**src/rtl/cpu_sram_axi_bridge.sv**
```systemverilog
// ---------------------------------------------------------------------------
// cpu_sram_axi_bridge
//   Puts the fetch-side inst_sram port and the MEM-side data_sram port onto
//   one AXI3 master. Both CPU ports use the sram-like req/addr_ok/data_ok
//   protocol. At most one read and one write are outstanding at any time.
//
// Ports
//   clk, resetn            clock (rising edge), asynchronous active-low reset
//   inst_sram_*            read-only fetch port (word reads, size 2)
//   data_sram_*            load/store port (wr selects write, size 0/1/2)
//   ar*/r*                 AXI read address / read data channels
//   aw*/w*/b*              AXI write address / write data / response channels
//   dbg_r_state            current read FSM state (R_IDLE=0, R_AR=1, R_R=2)
//   dbg_w_state            current write FSM state (W_IDLE=0, W_SEND=1, W_B=2)
//
// Handshake semantics: every channel transfers in a cycle where valid and
// ready are both 1; a valid, once raised, stays high with its payload stable
// until that transfer. On the CPU side a request is taken in the cycle where
// req and addr_ok are both 1, and data_ok is a single-cycle completion pulse.
// ---------------------------------------------------------------------------
module cpu_sram_axi_bridge #(
    parameter logic [3:0] ID_INST = 4'd0,
    parameter logic [3:0] ID_DATA = 4'd1
) (
    input  logic        clk,
    input  logic        resetn,
    // inst port
    input  logic        inst_sram_req,
    input  logic [31:0] inst_sram_addr,
    output logic        inst_sram_addr_ok,
    output logic [31:0] inst_sram_rdata,
    output logic        inst_sram_data_ok,
    // data port
    input  logic        data_sram_req,
    input  logic        data_sram_wr,
    input  logic [1:0]  data_sram_size,
    input  logic [31:0] data_sram_addr,
    input  logic [31:0] data_sram_wdata,
    output logic        data_sram_addr_ok,
    output logic [31:0] data_sram_rdata,
    output logic        data_sram_data_ok,
    // read address
    output logic [3:0]  arid,
    output logic [31:0] araddr,
    output logic [3:0]  arlen,
    output logic [2:0]  arsize,
    output logic [1:0]  arburst,
    output logic [1:0]  arlock,
    output logic [3:0]  arcache,
    output logic [2:0]  arprot,
    output logic        arvalid,
    input  logic        arready,
    // read data
    input  logic [3:0]  rid,
    input  logic [31:0] rdata,
    input  logic [1:0]  rresp,
    input  logic        rlast,
    input  logic        rvalid,
    output logic        rready,
    // write address
    output logic [3:0]  awid,
    output logic [31:0] awaddr,
    output logic [3:0]  awlen,
    output logic [2:0]  awsize,
    output logic [1:0]  awburst,
    output logic [1:0]  awlock,
    output logic [3:0]  awcache,
    output logic [2:0]  awprot,
    output logic        awvalid,
    input  logic        awready,
    // write data
    output logic [3:0]  wid,
    output logic [31:0] wdata,
    output logic [3:0]  wstrb,
    output logic        wlast,
    output logic        wvalid,
    input  logic        wready,
    // write response
    input  logic [3:0]  bid,
    input  logic [1:0]  bresp,
    input  logic        bvalid,
    output logic        bready,
    // state visibility
    output logic [1:0]  dbg_r_state,
    output logic [1:0]  dbg_w_state
);

    typedef enum logic [1:0] {R_IDLE = 2'd0, R_AR = 2'd1, R_R = 2'd2} r_state_t;
    typedef enum logic [1:0] {W_IDLE = 2'd0, W_SEND = 2'd1, W_B = 2'd2} w_state_t;

    r_state_t    r_state, r_next;
    w_state_t    w_state, w_next;

    logic        r_owner_data;
    logic [31:0] r_addr;
    logic [2:0]  r_size;
    logic [31:0] w_addr;
    logic [2:0]  w_size;
    logic [31:0] w_data;
    logic [3:0]  w_strb;
    logic        aw_done, w_done;

    logic        data_rd_ok, data_wr_ok, inst_ok;
    logic        rd_accept, wr_accept;

    // Response payload fields and rid are not needed: the latched owner
    // steers read completions and only one write is ever in flight.
    logic        unused_inputs;
    assign unused_inputs = &{1'b0, rid, rresp, rlast, bid, bresp};

    function automatic logic [3:0] calc_strb(input logic [1:0] size, input logic [1:0] a);
        case (size)
            2'd0:    return 4'b0001 << a;
            2'd1:    return 4'b0011 << {a[1], 1'b0};
            default: return 4'b1111;   // size 3 behaves as a word
        endcase
    endfunction

    // Acceptance. A data read waits for the write side to be idle and a data
    // write waits while a data-owned read is in flight, so data-port
    // completions never overlap and read-after-write order is preserved.
    always_comb begin
        data_rd_ok = resetn && data_sram_req && !data_sram_wr &&
                     (r_state == R_IDLE) && (w_state == W_IDLE);
        data_wr_ok = resetn && data_sram_req && data_sram_wr && (w_state == W_IDLE) &&
                     !((r_state != R_IDLE) && r_owner_data);
        inst_ok    = resetn && inst_sram_req && (r_state == R_IDLE) &&
                     !(data_sram_req && !data_sram_wr && (w_state == W_IDLE));
        rd_accept  = data_rd_ok || inst_ok;
        wr_accept  = data_wr_ok;
    end

    // Read FSM next state and read-side outputs
    always_comb begin
        r_next            = r_state;
        arvalid           = 1'b0;
        rready            = 1'b0;
        inst_sram_data_ok = 1'b0;
        case (r_state)
            R_IDLE: if (rd_accept) r_next = R_AR;
            R_AR: begin
                arvalid = 1'b1;
                if (arready) r_next = R_R;
            end
            R_R: begin
                rready            = 1'b1;
                inst_sram_data_ok = rvalid && !r_owner_data;
                if (rvalid) r_next = R_IDLE;
            end
            default: r_next = R_IDLE;
        endcase
    end

    // Write FSM next state and write-side outputs. awvalid and wvalid rise
    // together and each falls on its own handshake; the response phase starts
    // once both transfers are done, whatever order they arrived in.
    always_comb begin
        w_next  = w_state;
        awvalid = 1'b0;
        wvalid  = 1'b0;
        bready  = 1'b0;
        case (w_state)
            W_IDLE: if (wr_accept) w_next = W_SEND;
            W_SEND: begin
                awvalid = !aw_done;
                wvalid  = !w_done;
                if ((aw_done || awready) && (w_done || wready)) w_next = W_B;
            end
            W_B: begin
                bready = 1'b1;
                if (bvalid) w_next = W_IDLE;
            end
            default: w_next = W_IDLE;
        endcase
    end

    always_ff @(posedge clk or negedge resetn) begin
        if (!resetn) begin
            r_state <= R_IDLE;
            w_state <= W_IDLE;
        end else begin
            r_state <= r_next;
            w_state <= w_next;
        end
    end

    always_ff @(posedge clk or negedge resetn) begin
        if (!resetn) begin
            r_owner_data <= 1'b0;
            r_addr       <= 32'd0;
            r_size       <= 3'd0;
            w_addr       <= 32'd0;
            w_size       <= 3'd0;
            w_data       <= 32'd0;
            w_strb       <= 4'd0;
            aw_done      <= 1'b0;
            w_done       <= 1'b0;
        end else begin
            if (rd_accept) begin
                r_owner_data <= data_rd_ok;
                r_addr       <= data_rd_ok ? data_sram_addr : inst_sram_addr;
                r_size       <= data_rd_ok ? {1'b0, data_sram_size} : 3'd2;
            end
            if (wr_accept) begin
                w_addr  <= data_sram_addr;
                w_size  <= {1'b0, data_sram_size};
                w_data  <= data_sram_wdata;
                w_strb  <= calc_strb(data_sram_size, data_sram_addr[1:0]);
                aw_done <= 1'b0;
                w_done  <= 1'b0;
            end else if (w_state == W_SEND) begin
                if (awvalid && awready) aw_done <= 1'b1;
                if (wvalid && wready)   w_done  <= 1'b1;
            end
        end
    end

    // CPU-side outputs
    assign inst_sram_addr_ok = inst_ok;
    assign data_sram_addr_ok = data_rd_ok || data_wr_ok;
    assign inst_sram_rdata   = rdata;
    assign data_sram_rdata   = rdata;
    assign data_sram_data_ok = ((r_state == R_R) && r_owner_data && rvalid) ||
                               ((w_state == W_B) && bvalid);

    // AXI payloads
    assign arid    = r_owner_data ? ID_DATA : ID_INST;
    assign araddr  = r_addr;
    assign arsize  = r_size;
    assign awid    = ID_DATA;
    assign awaddr  = w_addr;
    assign awsize  = w_size;
    assign wid     = ID_DATA;
    assign wdata   = w_data;
    assign wstrb   = w_strb;
    assign wlast   = 1'b1;

    assign arlen   = 4'd0;
    assign awlen   = 4'd0;
    assign arburst = 2'b01;
    assign awburst = 2'b01;
    assign arlock  = 2'd0;
    assign awlock  = 2'd0;
    assign arcache = 4'd0;
    assign awcache = 4'd0;
    assign arprot  = 3'd0;
    assign awprot  = 3'd0;

    assign dbg_r_state = r_state;
    assign dbg_w_state = w_state;

endmodule

```
**config.mk**
```make
export PLATFORM = sky130hd
export DESIGN_NAME = cpu_sram_axi_bridge
export DESIGN_NICKNAME = d
export VERILOG_FILES = /design/src/rtl/cpu_sram_axi_bridge.sv
export SDC_FILE = /design/constraint.sdc
export NUM_CORES = 1
export LEC_CHECK = 0
export BUFFER_PORTS_ARGS = -buffer_cell sky130_fd_sc_hd__buf_2
export CAP_MARGIN = 5
export CORE_ASPECT_RATIO = 1.1
export CORE_MARGIN = 2
export CORE_UTILIZATION = 25
export DETAILED_ROUTE_END_ITERATION = 12
export PLACE_DENSITY = 0.63
export SETUP_SLACK_MARGIN = 0.02
export SYNTH_ARGS = -nofsm -noshare
export SYNTH_HDL_FRONTEND = slang
export SYNTH_SLANG_ARGS = --single-unit
```
**constraint.sdc**
```tcl
create_clock -name clk -period 1.75 [get_ports clk]
set_clock_uncertainty 0.15 [all_clocks]
set_input_delay 0.175 -clock clk [delete_from_list [all_inputs] [get_ports clk]]
set_output_delay 0.175 -clock clk [all_outputs]
set_load 0.02 [all_outputs]
```
# Yosys cells after proc, flatten, opt, wreduce, memory -nomap -nowiden
# Index checks and enable logic that the tools add are counted.
dict set report word_totals {
  reg_bits 112
  in_bits 153
  output_inout_bits 226
  elab_cells 90
}
dict set report op_classes {
  eq_ne 11
  shift 2
  muxes 24
  n_reduce_logical 42
}
# operator count
set op_table {}
lappend op_table {{$mux W32} 1}
lappend op_table {{$logic_and A1 B1 Y1} 20}
lappend op_table {{$mux W2} 7}
lappend op_table {{$mux W1} 13}
lappend op_table {{$ne A2 B2 Y1 const B} 6}
lappend op_table {{$pmux W2 S3} 2}
lappend op_table {{$pmux W4 S2} 1}
lappend op_table {{$reduce_bool A2 Y1} 4}
lappend op_table {{$eq A2 B1 Y1 const B} 3}
lappend op_table {{$logic_not A1 Y1} 6}
lappend op_table {{$logic_not A2 Y1} 3}
lappend op_table {{$reduce_and A3 Y1} 2}
lappend op_table {{$logic_or A1 B1 Y1} 5}
lappend op_table {{$eq A2 B2 Y1 const B} 2}
lappend op_table {{$reduce_and A2 Y1} 2}
lappend op_table {{$shl A1 B2 Y4 const A} 1}
lappend op_table {{$shl A2 B2 Y4 const A} 1}

# Logic depth before layout (Yosys ltp)
dict set report depth {
  word_depth 8
  mapped_depth 5
  ltp_nobuf 3
}

# Worst setup path before layout
# Ideal clock, no wire load.
dict set report synth_timing {
  kind {flip-flop to output port}
  startpoint {register w_state[0], in the netlist dbg_w_state[0]}
  endpoint {output data_sram_addr_ok}
  t_arrival_ns 1.838
  required_ns 1.425
  slack_ns -0.413
  stages_incl_launch_ff 5
  cell_sequence {dfrtp_1 or4b_1 buf_6 buf_6 o21ai_0}
}
dict set report synth_between {
  elab_chain_cells 4
}
# element line
set synth_lines {}
lappend synth_lines {{from (decl)} 92} ;# w_state_t w_state, w_next;
lappend synth_lines {{from (signal assigned)} 183} ;# w_state <= w_next;
lappend synth_lines {{$logic_not A2 Y1 (*)} {124, 125}}
lappend synth_lines {{$logic_and A1 B1 Y1 (2 in a row)} 125} ;# data_wr_ok = resetn && data_sram_req && data_sram_wr && (w_state == W_IDLE) &&
lappend synth_lines {{$logic_or A1 B1 Y1 (*)} 220} ;# assign data_sram_addr_ok = data_rd_ok || data_wr_ok;
lappend synth_lines {{to (decl)} 39} ;# output logic data_sram_addr_ok,
# Mark *: on every way between the ends. The rest lies on a longest branch, timed or not.

# Worst setup path after layout
dict set report layout_timing {
  startpoint {register w_state[1], in the netlist dbg_w_state[1]}
  endpoint {output data_sram_addr_ok}
}
# Same word-level chain as after synthesis.

==> summary.log <==
qor: sta.slew-limit-headroom 61.2%
qor: die.die_span_x 147 um
qor: global_route.grt_pass1_wl 23300 um
qor: clock_network.numClockSinks 111
qor: sta.max_freq 0.487 GHz
qor: routing.vias_after_detailed_routing 4122
qor: routing.drt_wl_total 15600 um
qor: critical_path.worst_setup_path_startpoint dbg_w_state[1]$_DFFE_PN0P_
qor: die.placement_rows 57
qor: run_status.run_status complete, but fails checks
qor: synthesis.postSynthAreaPerCell 12.4 um2
qor: run_status.failed_checks negative setup slack
qor: finish.num_antenna_cells 0
qor: synthesis.synth.yosys.seq_area_share 49.1%
qor: sta.worst_slew_pin_slew 0.581 ns
qor: finish.final_cell_area_excluding_filler_cells 7900 um2
qor: critical_path.timing_worst_setup_path_type reg2out
qor: global_route.grt-ovfl-total 0
qor: global_route.largest_net_degree_at_the_start_of_global_routing 110
qor: critical_path.critical_path.endpoint_type output port
qor: finish.filler_cell_count 2199
qor: routing.postRouteAntennaNets 0
qor: clock_network.ctsRootBufferMaster sky130_fd_sc_hd__clkbuf_16
qor: clock_network.cts_buffers 9
qor: die.boundaryPins 379
qor: synthesis.ys_dominant_reg_cell sky130_fd_sc_hd__dfrtp_1
qor: sta.final_min_period_over_clock_period 117%
qor: critical_path.crit_path_start_kind flop
qor: clock_network.cts.clk_slew.worst_paths 0.09 ns
qor: sta.worst_hold_check_slack 0.0336 ns
qor: sta.final_ws_setup -0.303 ns
qor: synthesis.synth.lib_cells_used.distinct 32
qor: placement.post-dp-hpwl 10700 um
qor: clock_network.htreeDepth 3
qor: job.max_cap_viol_count 0
qor: sta.final.setup.tns -4.76 ns
qor: placement.detailedPlace.worstSlack -0.0222 ns
qor: placement.port_buffers 225
qor: power.p_per_area 1590 nW/um2
qor: synthesis.edff_count_synth 0
qor: power.power.ir.vdd_worst 700 uV
qor: global_route.grt_util_all_layers 12.6%
qor: placement.post_dp_cell_area 6630 um2
qor: clock_network.cts_max_path_buffers 2
qor: global_route.grt_pass1_vias 4414
qor: critical_path.worst_path_max_delay_cell sky130_fd_sc_hd__or4b_4
qor: synthesis.synthesis.instances 458
qor: die.start_util 25.5%
qor: clock_network.clkLatencyLatePin 0.36 ns
qor: routing.drt_first_iter_violations 70
qor: synthesis.synth_largest_area_cell sky130_fd_sc_hd__dfrtp_1
qor: routing.vias_per_cell 4.08
qor: die.die_area 23900 um2
qor: critical_path.wp_data_arrival 1.73 ns
qor: synthesis.post_synth_most_frequent_cells sky130_fd_sc_hd__dfrtp_1 (111), sky130_fd_sc_hd__buf_4 (109), sky130_fd_sc_hd__mux2_2 (57)
qor: sta.maxSlewViolCount 0
qor: synthesis.mappedNetlistArea 5660 um2
qor: synthesis.yosys_register_bits 111
qor: placement.gpl_wtd_cong 0.734
qor: finish.layout-area-overhead-vs-synth 39.6%
qor: clock_network.cts_tree built
qor: finish.drive_gt1_share 48.9%
qor: synthesis.ys.warnings.count 0
qor: sta.finalSetupViolations 39
qor: min_path.min-delay-path-class in2async
qor: sta.final.min_clock_period 2.05 ns
qor: die.chipHeight 162 um
qor: critical_path.timing.rr.start dbg_w_state[1]$_DFFE_PN0P_
qor: sta.timing.final.hold_violations 0
qor: finish.net_count_final 864
qor: global_route.grt_antenna_before_repair 1
qor: routing.avg_wl_per_cell 15.5 um
qor: routing.remaining_drc_errors 0
qor: sta.grt_setup_unrepaired yes
qor: critical_path.worstPathCellList or4b_4 > buf_12 > o21ai_4 > buf_6
qor: die.core_region_area 22200 um2
qor: synthesis.netlist_top_cells_area sky130_fd_sc_hd__dfrtp_1 (49%), sky130_fd_sc_hd__buf_4 (14%), sky130_fd_sc_hd__mux2_2 (11%), sky130_fd_sc_hd__mux2i_1 (6.0%), sky130_fd_sc_hd__o2bb2ai_1 (5.0%)
qor: critical_path.worst_ep_required_time 1.42 ns
qor: power.power.static_leakage 3.98 nW
qor: synthesis.most_common_cell_in_the_netlist sky130_fd_sc_hd__dfrtp_1
qor: synthesis.async_flop_share 100%
qor: critical_path.cp_slowest_stage_delay 0.54 ns
qor: routing.drt_pass1_iterations 4
qor: critical_path.worst-path-max-fanout 3
qor: synthesis.synth_top_area_share 49.1%
[power breakdown]
part / switching (W) / internal [W] / total [W]
clock network: 0.00114 / 0.00104 / 0.00218
registers: 0.000626 / 0.00381 / 0.00444
logic: 0.00340 / 0.00254 / 0.00594
[per-stage QoR]
step                utilization [%]  instances  power [W]
finish                         35.6       1011     0.0126
global route                   35.6       1011     0.0133
CTS                            34.9       1004     0.0126
detailed placement             29.9        912     0.0101
global placement               29.9        912     0.0100
floorplan                         -        500    0.00820
[state kept, by name (all words and copies together) (netlist names)]
register	flops
arsize	2
araddr	32
w_done	1
awaddr	32
wstrb	4
dbg_r_state	2
r_owner_data	1
awsize	2
wdata	32
aw_done	1
dbg_w_state	2
[per-layer routing]
metal	track usage (%)	vias to the layer above	wire length, um
met2	22.8	189	7890
met3	3.48	44	1090
met5	0	-	0
met4	7.39	0	620
met1	13.2	1952	6050
li1	-	1937	-
[critical path, delay by kind of cell (launching register included)]
kind | cells | cell delay [ns]
and+or+nand+nor | 1 | 0.54
DFF | 1 | 0.43
buffers and inverters | 2 | 0.28
AOI/OAI and AO/OA | 1 | 0.12
[timing repair]
action | CTS | global route
hold buffers | 71 | 1
endpoints found under the setup margin | 13 | 96
setup buffers | 7 | 6
pin swaps | 3 | 7
endpoints found under the hold margin | 211 | 4
gates resized for setup | 18 | 16
cloned | 0 | 2
[final cells by class]
class / instances / area (um2) / area share [%]
Sequential cell: 111 / 2780 / 35.2
Tap cell: 295 / 369 / 4.67
Clock inverter: 7 / 88.8 / 1.12
Clock buffer: 9 / 225 / 2.85
Timing Repair Buffer: 330 / 2270 / 28.7
Multi-Input combinational cell: 251 / 2140 / 27.1
Inverter: 8 / 30.0 / 0.380
[kinds of logic (layout without fill, tap and decap cells)]
group	count (synthesis)	after routing	share of synthesized area [%]
and+or+nand+nor	53	53	6.03
DFF	111	111	49.1
buffers and inverters	138	354	17.9
muxes	102	102	19.5
AOI/OAI and AO/OA	52	52	7.27
other	2	44	0.133
[final timing paths]
check / to / slack (ns) / cells past startpoint
worst max-delay path: data_sram_addr_ok / -0.30 / 4
worst min-delay path: wdata[29]$_DFFE_PN0P_ / 0.03 / 3
worst max register to register: araddr[24]$_DFFE_PN0P_ / -0.22 / 6
worst min register to register: araddr[14]$_DFFE_PN0P_ / 0.34 / 1
max in group asynchronous: dbg_r_state[0]$_DFFE_PN0P_ / 0.79 / 4
min in group clk: awsize[1]$_DFFE_PN0P_ / 0.04 / 2
[placed cells by master, fill, tap and decap left out, drive strengths merged, types with 2 or more instances in the layout]
master	netlist	routed
nor3	2	2
inv	8	13
clkbuf	5	11
o21bai	2	2
o21ai	6	6
nor3b	2	2
o2bb2ai	32	32
nor2b	3	3
conb	2	44
nor2	4	4
nand2b	2	2
a21oi	5	5
a32o	2	2
buf	125	256
nand2	4	4
mux2	68	68
and2	31	31
dfrtp	111	111
clkinv	0	2
a41oi	2	2
dlygate4sd3	0	71
a22o	2	2
mux2i	34	34
No activity file was read; power rests on OpenSTA's default activity.
